$ cat config.mk
export PLATFORM = sky130hd
export DESIGN_NAME = vga_timing_gen
export DESIGN_NICKNAME = d
export VERILOG_FILES = /design/src/rtl/vga_timing_pkg.sv /design/src/rtl/vga_axis_counter.sv /design/src/rtl/vga_timing_gen.sv
export SDC_FILE = /design/constraint.sdc
export NUM_CORES = 1
export LEC_CHECK = 0
export ABC_AREA = 1
export CORE_MARGIN = 1.5
export CORE_UTILIZATION = 48
export DETAILED_ROUTE_END_ITERATION = 6
export PLACE_DENSITY = 0.77
export SETUP_SLACK_MARGIN = 0.05
export SKIP_LAST_GASP = 1
export SLEW_MARGIN = 25
export SYNTH_ARGS = -nofsm -noshare
export SYNTH_HDL_FRONTEND = slang
export SYNTH_SLANG_ARGS = --single-unit
$ cat constraint.sdc
create_clock -name clk -period 1.5 [get_ports clk]
set_input_delay 0.15 -clock clk [delete_from_list [all_inputs] [get_ports clk]]
set_output_delay 0.15 -clock clk [all_outputs]
set_load 0.05 [all_outputs]
$ cat src/rtl/vga_timing_pkg.sv
// Shared constants and helpers for the VGA raster timing generator.
// Default timing is 640x480@60 (25 MHz pixel clock from a 50 MHz system clock).
// The colour-bar table is consumed only when TEST_PATTERN_EN is defined.
package vga_timing_pkg;

    localparam int DEF_CLK_DIV   = 32'sd2;
    localparam int DEF_H_DISPLAY = 32'sd640;
    localparam int DEF_H_FP      = 32'sd16;
    localparam int DEF_H_SYNC    = 32'sd96;
    localparam int DEF_H_BP      = 32'sd48;
    localparam int DEF_V_DISPLAY = 32'sd480;
    localparam int DEF_V_FP      = 32'sd10;
    localparam int DEF_V_SYNC    = 32'sd2;
    localparam int DEF_V_BP      = 32'sd33;

    // Colour bars as {R,G,B} full-scale flags, index 0 (left) .. 7 (right):
    // white, yellow, cyan, green, magenta, red, blue, black.
    localparam logic [7:0][2:0] BAR_TABLE = {
        3'b000, 3'b001, 3'b100, 3'b101,
        3'b010, 3'b011, 3'b110, 3'b111
    };

    // Total period of one axis (line or frame) in counts.
    function automatic int axis_total(input int display, input int fp,
                                      input int sync, input int bp);
        return display + fp + sync + bp;
    endfunction

    // Counter width able to hold 0 .. total-1, never narrower than one bit.
    function automatic int cnt_width(input int total);
        return (total > 32'sd1) ? $clog2(total) : 32'sd1;
    endfunction

endpackage

$ cat src/rtl/vga_axis_counter.sv
// One raster axis: wrapping position counter plus sync/visible decode.
// Used once for the horizontal axis (ticked per pixel) and once for the
// vertical axis (ticked on each horizontal wrap).
module vga_axis_counter
    import vga_timing_pkg::*;
#(
    parameter  int DISPLAY = DEF_H_DISPLAY,
    parameter  int FP      = DEF_H_FP,
    parameter  int SYNC    = DEF_H_SYNC,
    parameter  int BP      = DEF_H_BP,
    parameter  int POL     = 32'sd0,
    localparam int TOTAL   = axis_total(DISPLAY, FP, SYNC, BP),
    localparam int W       = cnt_width(TOTAL)
) (
    input  logic         clk,
    input  logic         rst,
    input  logic         tick,
    output logic [W-1:0] count,
    output logic         wrap,
    output logic         sync_raw,
    output logic         visible
);

    localparam logic [W-1:0] LAST       = W'(TOTAL - 32'sd1);
    localparam logic [W-1:0] SYNC_START = W'(DISPLAY + FP);
    localparam logic [W-1:0] SYNC_END   = W'(DISPLAY + FP + SYNC - 32'sd1);
    localparam logic [W-1:0] VIS_END    = W'(DISPLAY);
    localparam logic         ACT_LVL    = 1'(POL);

    logic [W-1:0] count_r;
    logic         in_sync_s;

    assign count     = count_r;
    assign wrap      = tick && (count_r == LAST);
    assign visible   = (count_r < VIS_END);
    assign in_sync_s = (count_r >= SYNC_START) && (count_r <= SYNC_END);
    // sync_raw already carries the configured polarity.
    assign sync_raw  = in_sync_s ? ACT_LVL : ~ACT_LVL;

    // Advance the position on each tick, wrapping TOTAL-1 back to 0.
    always_ff @(posedge clk or posedge rst) begin
        if (rst) begin
            count_r <= '0;
        end else if (tick) begin
            if (count_r == LAST) begin
                count_r <= '0;
            end else begin
                count_r <= count_r + W'(1);
            end
        end
    end

endmodule

$ cat src/rtl/vga_timing_gen.sv
// VGA raster timing generator for the pong display path.
// Divides the system clock down to a pixel tick, runs the horizontal and
// vertical counters, and registers sync/de/blanked colour one pixel tick
// behind pixel_x/pixel_y so they line up with the renderer's rgb_in.
// Optional macro TEST_PATTERN_EN adds pattern_sel and 8 vertical colour bars.
module vga_timing_gen
    import vga_timing_pkg::*;
#(
    parameter  int CLK_DIV   = DEF_CLK_DIV,
    parameter  int H_DISPLAY = DEF_H_DISPLAY,
    parameter  int H_FP      = DEF_H_FP,
    parameter  int H_SYNC    = DEF_H_SYNC,
    parameter  int H_BP      = DEF_H_BP,
    parameter  int V_DISPLAY = DEF_V_DISPLAY,
    parameter  int V_FP      = DEF_V_FP,
    parameter  int V_SYNC    = DEF_V_SYNC,
    parameter  int V_BP      = DEF_V_BP,
    parameter  int H_POL     = 32'sd0,
    parameter  int V_POL     = 32'sd0,
    parameter  int RGB_W     = 32'sd12,
    localparam int H_TOTAL   = axis_total(H_DISPLAY, H_FP, H_SYNC, H_BP),
    localparam int V_TOTAL   = axis_total(V_DISPLAY, V_FP, V_SYNC, V_BP),
    localparam int XW        = cnt_width(H_TOTAL),
    localparam int YW        = cnt_width(V_TOTAL)
) (
    input  logic             clk,
    input  logic             rst,
`ifdef TEST_PATTERN_EN
    input  logic             pattern_sel,
`endif
    input  logic [RGB_W-1:0] rgb_in,
    output logic             Hsync,
    output logic             Vsync,
    output logic [RGB_W-1:0] rgb,
    output logic             de,
    output logic [XW-1:0]    pixel_x,
    output logic [YW-1:0]    pixel_y,
    output logic             pix_ce,
    output logic             frame_start,
    output logic             vblank
);

    localparam int          DW       = cnt_width(CLK_DIV);
    localparam logic [DW-1:0] DIV_LAST = DW'(CLK_DIV - 32'sd1);
    localparam logic        H_ACT    = 1'(H_POL);
    localparam logic        V_ACT    = 1'(V_POL);

    logic [DW-1:0]    div_cnt_r;
    logic             pix_ce_r;
    logic             h_wrap_s, v_wrap_s;
    logic             h_sync_s, v_sync_s;
    logic             h_vis_s, v_vis_s;
    logic             de_s;
    logic [RGB_W-1:0] colour_s;
    logic             hsync_r, vsync_r, de_r, frame_start_r;
    logic [RGB_W-1:0] rgb_r;

    // Pixel-clock divider; the strobe is registered so it stays low in reset.
    always_ff @(posedge clk or posedge rst) begin
        if (rst) begin
            div_cnt_r <= '0;
            pix_ce_r  <= 1'b0;
        end else begin
            pix_ce_r <= (div_cnt_r == DIV_LAST);
            if (div_cnt_r == DIV_LAST) begin
                div_cnt_r <= '0;
            end else begin
                div_cnt_r <= div_cnt_r + DW'(1);
            end
        end
    end

    vga_axis_counter #(
        .DISPLAY(H_DISPLAY), .FP(H_FP), .SYNC(H_SYNC), .BP(H_BP), .POL(H_POL)
    ) u_h_axis (
        .clk(clk), .rst(rst), .tick(pix_ce_r),
        .count(pixel_x), .wrap(h_wrap_s), .sync_raw(h_sync_s), .visible(h_vis_s)
    );

    vga_axis_counter #(
        .DISPLAY(V_DISPLAY), .FP(V_FP), .SYNC(V_SYNC), .BP(V_BP), .POL(V_POL)
    ) u_v_axis (
        .clk(clk), .rst(rst), .tick(h_wrap_s),
        .count(pixel_y), .wrap(v_wrap_s), .sync_raw(v_sync_s), .visible(v_vis_s)
    );

    assign de_s = h_vis_s && v_vis_s;

`ifdef TEST_PATTERN_EN
    localparam int BAR_W = (H_DISPLAY / 32'sd8 > 32'sd0) ? (H_DISPLAY / 32'sd8) : 32'sd1;
    localparam int CH_W  = RGB_W / 32'sd3;

    logic [XW-1:0] bar_full_s;
    logic [2:0]    bar_idx_s;

    // Scale a 3-bit {R,G,B} flag set to full-scale channels of the colour bus.
    function automatic logic [RGB_W-1:0] expand_rgb3(input logic [2:0] c);
        return RGB_W'({{CH_W{c[2]}}, {CH_W{c[1]}}, {CH_W{c[0]}}});
    endfunction

    assign bar_full_s = pixel_x / XW'(BAR_W);
    assign bar_idx_s  = 3'(bar_full_s);

    // Choose between the renderer colour and the colour-bar pattern.
    always_comb begin
        colour_s = rgb_in;
        if (pattern_sel) begin
            colour_s = expand_rgb3(BAR_TABLE[bar_idx_s]);
        end else begin
            colour_s = rgb_in;
        end
    end
`else
    // Renderer colour passes straight to the blanking register.
    always_comb begin
        colour_s = rgb_in;
    end
`endif

    // Register sync/de/blanked colour from the current position on each tick,
    // and flag the tick that wraps the raster back to (0,0).
    always_ff @(posedge clk or posedge rst) begin
        if (rst) begin
            hsync_r       <= ~H_ACT;
            vsync_r       <= ~V_ACT;
            de_r          <= 1'b0;
            rgb_r         <= '0;
            frame_start_r <= 1'b0;
        end else begin
            frame_start_r <= h_wrap_s && v_wrap_s;
            if (pix_ce_r) begin
                hsync_r <= h_sync_s;
                vsync_r <= v_sync_s;
                de_r    <= de_s;
                rgb_r   <= de_s ? colour_s : '0;
            end
        end
    end

    assign Hsync       = hsync_r;
    assign Vsync       = vsync_r;
    assign de          = de_r;
    assign rgb         = rgb_r;
    assign pix_ce      = pix_ce_r;
    assign frame_start = frame_start_r;
    assign vblank      = ~v_vis_s;

endmodule

# Word-level counts from Yosys, hierarchy flattened
# Cells that the tools add are included.
classes:
  n_mux: 6
  bitwise_logic: 1
  reduce_logical: 6
  n_eq_ne: 2
  add_sub_neg: 3
  magnitude_cmp: 6
ops:
  columns: ["op", "count"]
  rows:
  - ["10-bit by 1-bit adder with 10-bit output, second input constant", 2]
  - ["10-bit equality test, second input constant", 2]
  - ["10-bit 2-to-1 mux", 2]
  - ["12-bit 2-to-1 mux", 1]
  - ["10-bit greater-or-equal comparator, second input constant", 1]
  - ["10-bit by 9-bit greater-or-equal comparator with 1-bit output, second input constant", 1]
  - ["10-bit less-or-equal comparator, second input constant", 1]
  - ["10-bit by 9-bit less-or-equal comparator with 1-bit output, second input constant", 1]
  - ["10-bit less-than comparator, second input constant", 1]
  - ["10-bit by 9-bit less-than comparator with 1-bit output, second input constant", 1]
  - ["1-bit logical AND", 6]
  - ["1-bit 2-to-1 mux", 3]
  - ["1-bit adder, second input constant", 1]
  - ["1-bit NOT", 1]
word_totals:
  regBits: 38
  output_inout_bits: 38

# Longest topological paths before layout
depth:
  depth_word: 4
  ltp_mapped: 8
  depth_no_buf: 8

# Hierarchy
# From an unflattened synthesis, not the netlist that was laid out.
hier_totals:
  cells_unflattened: 261
  hier_area_um2: 2075.7
by_module_without_submodules:
  columns: ["module", "area_each_um2", "cells_each", "n_inst"]
  rows:
  - ["vga_timing_gen", 750.7, 74, 1]
  - ["vga_axis_counter (u_v_axis)", 685.7, 96, 1]
  - ["vga_axis_counter (u_h_axis)", 639.4, 91, 1]

# Worst setup path after synthesis
# No wires, ideal clock.
synth_timing:
  path_kind: "reg-to-reg"
  startpoint: "register u_h_axis.count_r[1], in the netlist u_h_axis.count[1]"
  endpoint: "register u_v_axis.count_r[2], in the netlist u_v_axis.count[2]"
  arrival_ps: 1629
  t_required_ps: 1377
  path_slack_ps: -252
  synth_period_minus_slack_ps: 1752
  stages_incl_launch_ff: 9
  path_cell_list: "dfrtp_1 > ha_1 > nand2_1 > nor2_4 > nand4_2 > nor2_4 > inv_1 > nand2_1 > o21ai_1"
synth_via:
  elab_chain_len: 2
synth_lines:
  columns: ["item", "line", "rtl"]
  rows:
  - ["start, declared", "vga_axis_counter.sv:30", "logic [W-1:0] count_r;"]
  - ["start signal, assigned", "vga_axis_counter.sv:48", "count_r <= count_r + W'(1);"]
  - ["10-bit equality test", "vga_axis_counter.sv:34", "assign wrap = tick && (count_r == LAST);"]
  - ["1-bit logical AND", "vga_axis_counter.sv:34", null]
  - ["end signal, assigned", "vga_axis_counter.sv:48", null]
  - ["end, declared", "vga_axis_counter.sv:30", null]
# Every way passes these cells.
# A chain may end at the register's enable or synchronous reset.

# Worst setup path in the final report
layout_timing:
  startpoint: "register u_h_axis.count_r[0], in the netlist u_h_axis.count[0]"
  endpoint: "register u_v_axis.count_r[0], in the netlist u_v_axis.count[0]"
# Same word-level chain as after synthesis.

==> PnR_summary.wiki <==
{| class="wikitable"
! Metric !! Value
|-
| Number of filler cells placed in the layout || 281
|-
| Final GP Congestion || 0.861
|-
| Total Routed Length || 4.69 mm
|-
| Synth top area share || between 40 and 50%
|-
| WP data arrival || 1660 ps
|-
| Dpl cells || roughly 350
|-
| Final setup skew || 3.10 ps
|-
| Count of yosys warnings during synthesis || 0
|-
| Setup crit start kind || register
|-
| Number of storage elements in the synthesis netlist || 38
|-
| Number of buffers created by CTS || 5
|-
| Clock Pin Slew Worst Setup and Hold Paths || 80 ps
|-
| LEAKAGE || 0.00136 µW
|-
| TritonCTS clock tree || done
|-
| Initial antenna violation count || 0
|-
| Number of max-cap violations || 0
|-
| Max-slew headroom at the worst pin || 81.3%
|-
| Final critical-path share of the clock period || 97.9%
|-
| Number of top-level design ports || 52
|-
| Cell types with the largest area share after synthesis || sky130_fd_sc_hd__dfrtp_1, sky130_fd_sc_hd__nand2_1, sky130_fd_sc_hd__inv_1, sky130_fd_sc_hd__nand3_1, sky130_fd_sc_hd__nor2_1
|-
| Post-route non-filler standard cell count || 363
|-
| DRT iter0 DRCs || ~130
|-
| Switching Fraction || 23.1%
|-
| Internal portion of total power || between 1500 and 2000 µW
|-
| R2R setup slack || 30 ps
|-
| Post-layout power || 2070 µW
|-
| Sequential fraction of the synthesis area || between 40% and 50%
|-
| Total congestion overflow || 0
|-
| DRC violations left || 0
|-
| Number of nets still failing antenna checks after routing || 0
|-
| Total Nets Final || 333
|-
| Required time of the critical path || 1700 ps
|-
| Site Rows || 22
|-
| Share of cells above drive strength 1 || around 37%
|-
| CORE AREA || 3770 µm²
|-
| Crit path max fanout || 3
|-
| Total Die Area || approximately 4400 µm²
|-
| Combinational cell fraction of total power || under 10%
|-
| Setup repair after global routing missed its margin || true
|-
| Vertical die dimension || ~66 µm
|-
| Yosys top cell by area || sky130_fd_sc_hd__dfrtp_1
|-
| Number of buffers on the longest clock path || 2
|-
| Mean area per synthesized cell || 8.03 µm²
|-
| Run status || completed
|-
| Width of the die || 66.4 µm
|-
| Cts hold-fix bufs || 0
|-
| Netlist area before placement || 1930 µm²
|-
| Total net switching power || 478 µW
|-
| Detailed-route via count || 1,839
|-
| Power Density || 725 nW/µm²
|-
| Critical path endpoint category || register
|-
| Post-Syn Nets || around 260
|-
| Clock share of power || 41.5%
|-
| # port buffers || 51
|-
| Depth of the worst register-to-register path || 8
|-
| Yosys cell types || 26
|-
| Final max-slew violation count || 0
|-
| FF/Latch Area || 978 µm²
|-
| Worst ir drop on vdd || between 0.6 and 0.7 mV
|-
| Average vias per placed instance || 5.07
|-
| Worst min-delay path category || in2async
|-
| Sink count of the clock tree || 38
|-
| Wire length of the first global-routing pass || 7.10 mm
|-
| Initial core utilization || 51.1%
|-
| Area delta synth->final || 48.1%
|-
| Count of final setup violators || 0
|-
| Detailed placement HPWL || about 3.2 mm
|-
| Antenna cell count || 0
|-
| Per-cell routed wire length || 12.9 µm
|-
| Cell at the root of the clock tree || sky130_fd_sc_hd__clkbuf_8
|-
| Global-route usage over all layers || 21.5%
|-
| Fin crit period || roughly 1500 ps
|-
| Cell count after synthesis || 240
|-
| Hold Vio Cnt, Final || 0
|-
| Area occupied by multi-input gates || 892 µm²
|-
| Reg power frac || 50.7%
|-
| CP Class || reg2reg
|-
| Tightest Pin Transition || 279 ps
|-
| Largest net degree at the start of global routing || 39
|-
| Peak clock frequency supported by timing || 681 MHz
|-
| Level count of the clock H-tree || 2
|-
| Clock insertion delay at the later pin of the skew report || slightly below 300 ps
|-
| Number of detailed-route iterations in the first pass || 4
|-
| Vias in the first global route || 1,638
|}
## sequential cells by signal, summed over array words and instances (netlist names)
register	count
div_cnt_r	1
Vsync	1
frame_start	1
u_h_axis.count	10
u_v_axis.count	10
de	1
pix_ce	1
rgb	12
Hsync	1
## synth_stat cells
library cell,number
sky130_fd_sc_hd__nand2_1,69
sky130_fd_sc_hd__a31o_2,1
sky130_fd_sc_hd__xor2_1,5
sky130_fd_sc_hd__nor2_4,2
sky130_fd_sc_hd__clkbuf_2,1
sky130_fd_sc_hd__inv_2,2
sky130_fd_sc_hd__o2111ai_1,1
sky130_fd_sc_hd__nor3b_1,1
sky130_fd_sc_hd__dfstp_2,2
sky130_fd_sc_hd__a21oi_1,2
sky130_fd_sc_hd__or2_2,3
sky130_fd_sc_hd__nand4_1,8
sky130_fd_sc_hd__nand4_2,1
sky130_fd_sc_hd__a31oi_1,1
sky130_fd_sc_hd__o21ai_2,1
sky130_fd_sc_hd__nor3_1,4
sky130_fd_sc_hd__buf_2,3
sky130_fd_sc_hd__nor2_1,25
sky130_fd_sc_hd__buf_6,1
sky130_fd_sc_hd__ha_1,5
sky130_fd_sc_hd__nand3_1,19
sky130_fd_sc_hd__inv_1,27
sky130_fd_sc_hd__o21ai_0,16
sky130_fd_sc_hd__buf_4,2
sky130_fd_sc_hd__dfrtp_1,36
sky130_fd_sc_hd__o21ai_1,2
## cells in the final DEF, fill, tap and decap left out, types with 2 or more instances in the layout
cell and count:
sky130_fd_sc_hd__dfstp_2 2, sky130_fd_sc_hd__ha_1 3, sky130_fd_sc_hd__nand2_1 66, sky130_fd_sc_hd__buf_6 4, sky130_fd_sc_hd__inv_1 23, sky130_fd_sc_hd__a21oi_1 2
sky130_fd_sc_hd__nand2_2 2, sky130_fd_sc_hd__dfrtp_1 16, sky130_fd_sc_hd__o21ai_0 9, sky130_fd_sc_hd__nor3_1 3, sky130_fd_sc_hd__clkinv_2 2, sky130_fd_sc_hd__nor2_4 3
sky130_fd_sc_hd__nand4_1 8, sky130_fd_sc_hd__inv_2 5, sky130_fd_sc_hd__clkbuf_8 5, sky130_fd_sc_hd__ha_4 2, sky130_fd_sc_hd__o21ai_1 9, sky130_fd_sc_hd__xor2_1 5
sky130_fd_sc_hd__buf_4 49, sky130_fd_sc_hd__nand3_1 18, sky130_fd_sc_hd__clkdlybuf4s50_1 13, sky130_fd_sc_hd__dfrtp_2 20, sky130_fd_sc_hd__buf_12 8, sky130_fd_sc_hd__or2_2 3
sky130_fd_sc_hd__nor2_2 4, sky130_fd_sc_hd__nor2_1 20
## worst max-delay path: stages (launching register included)
cell                      delay [ps]
sky130_fd_sc_hd__dfrtp_2         390
sky130_fd_sc_hd__ha_4            160
sky130_fd_sc_hd__nand2_4          50
sky130_fd_sc_hd__nor2_4          130
sky130_fd_sc_hd__buf_4           140
sky130_fd_sc_hd__nand4_1          70
sky130_fd_sc_hd__nor2_1          230
sky130_fd_sc_hd__nand3_1         100
sky130_fd_sc_hd__o21ai_1         120
## per-stage QoR
| stage | util [%] | hold WS [ps] | instance area (µm²) | TNS (ps) | worst slack, ps |
|---|---|---|---|---|---|
| after global placement | 69.5 | 365 | 2620 | 0 | 72.6 |
| after floorplan | - | 260 | 1980 | 0 | 12.8 |
| after CTS | 73.0 | 218 | 2750 | 0 | 39.8 |
| final | 75.7 | 206 | 2850 | 0 | 32.2 |
| after detailed placement | 69.5 | 368 | 2620 | 0 | 30.9 |
| after global routing | 75.7 | 222 | 2850 | -148 | -47.4 |
## kinds of logic (layout without fill, tap and decap cells)
group,Yosys count,count (layout),synth area share (%)
buffers and inverters,36,111,8.05
xor gates and xnor gates,5,5,2.27
AOI/OAI and AO/OA,24,24,6.88
and+or+nand+nor,132,132,30.1
DFF,38,38,49.5
adders and majority gates,5,5,3.25
## area by class of cell
type / count / area share [%]
tap: 48 / 2.10
clock inverter: 3 / 1.40
clock buffer: 5 / 2.41
timing repair buffer: 74 / 24.6
sequential: 38 / 34.3
multi-input combinational: 166 / 31.3
inverter: 29 / 3.90
## routing by layer
layer  wire, µm  vias up  global-route usage (%)
li1           -      912                       -
met2       2250       65                    34.1
met3        315        4                    5.11
met1       2100      858                    29.1
met4         27        0                    6.89
met5          0        -                       0
## final timing paths
| check | startpoint | to |
|---|---|---|
| max reg2reg | u_h_axis.count[0]$_DFFE_PP0P_ | u_v_axis.count[0]$_DFFE_PP0P_ |
| max | u_h_axis.count[0]$_DFFE_PP0P_ | u_v_axis.count[0]$_DFFE_PP0P_ |
| min | rst | u_v_axis.count[7]$_DFFE_PP0P_ |
| min reg2reg | div_cnt_r$_DFF_PP0_ | pix_ce$_DFF_PP0_ |
| min in group clk | rgb_in[8] | rgb[8]$_DFFE_PP0P_ |
| max in group asynchronous | rst | Vsync$_DFFE_PP1P_ |
## power groups by stage
| stage | sequential (µW) | combinational [µW] | clock [µW] |
|---|---|---|---|
| floorplan | 1130 | 27.7 | 0 |
| global placement | 1070 | 161 | 0 |
| detailed placement | 1070 | 164 | 0 |
| CTS | 1050 | 164 | 873 |
| global route | 1050 | 172 | 921 |
| finish | 1050 | 161 | 860 |
## repair_timing
action / CTS / global route
gates cloned: 0 / 1
pin swaps: 2 / 12
setup endpoints to repair: 4 / 25
buffers inserted: 3 / 4
gates resized for setup: 0 / 22
Power figures use the tool's default switching activity.
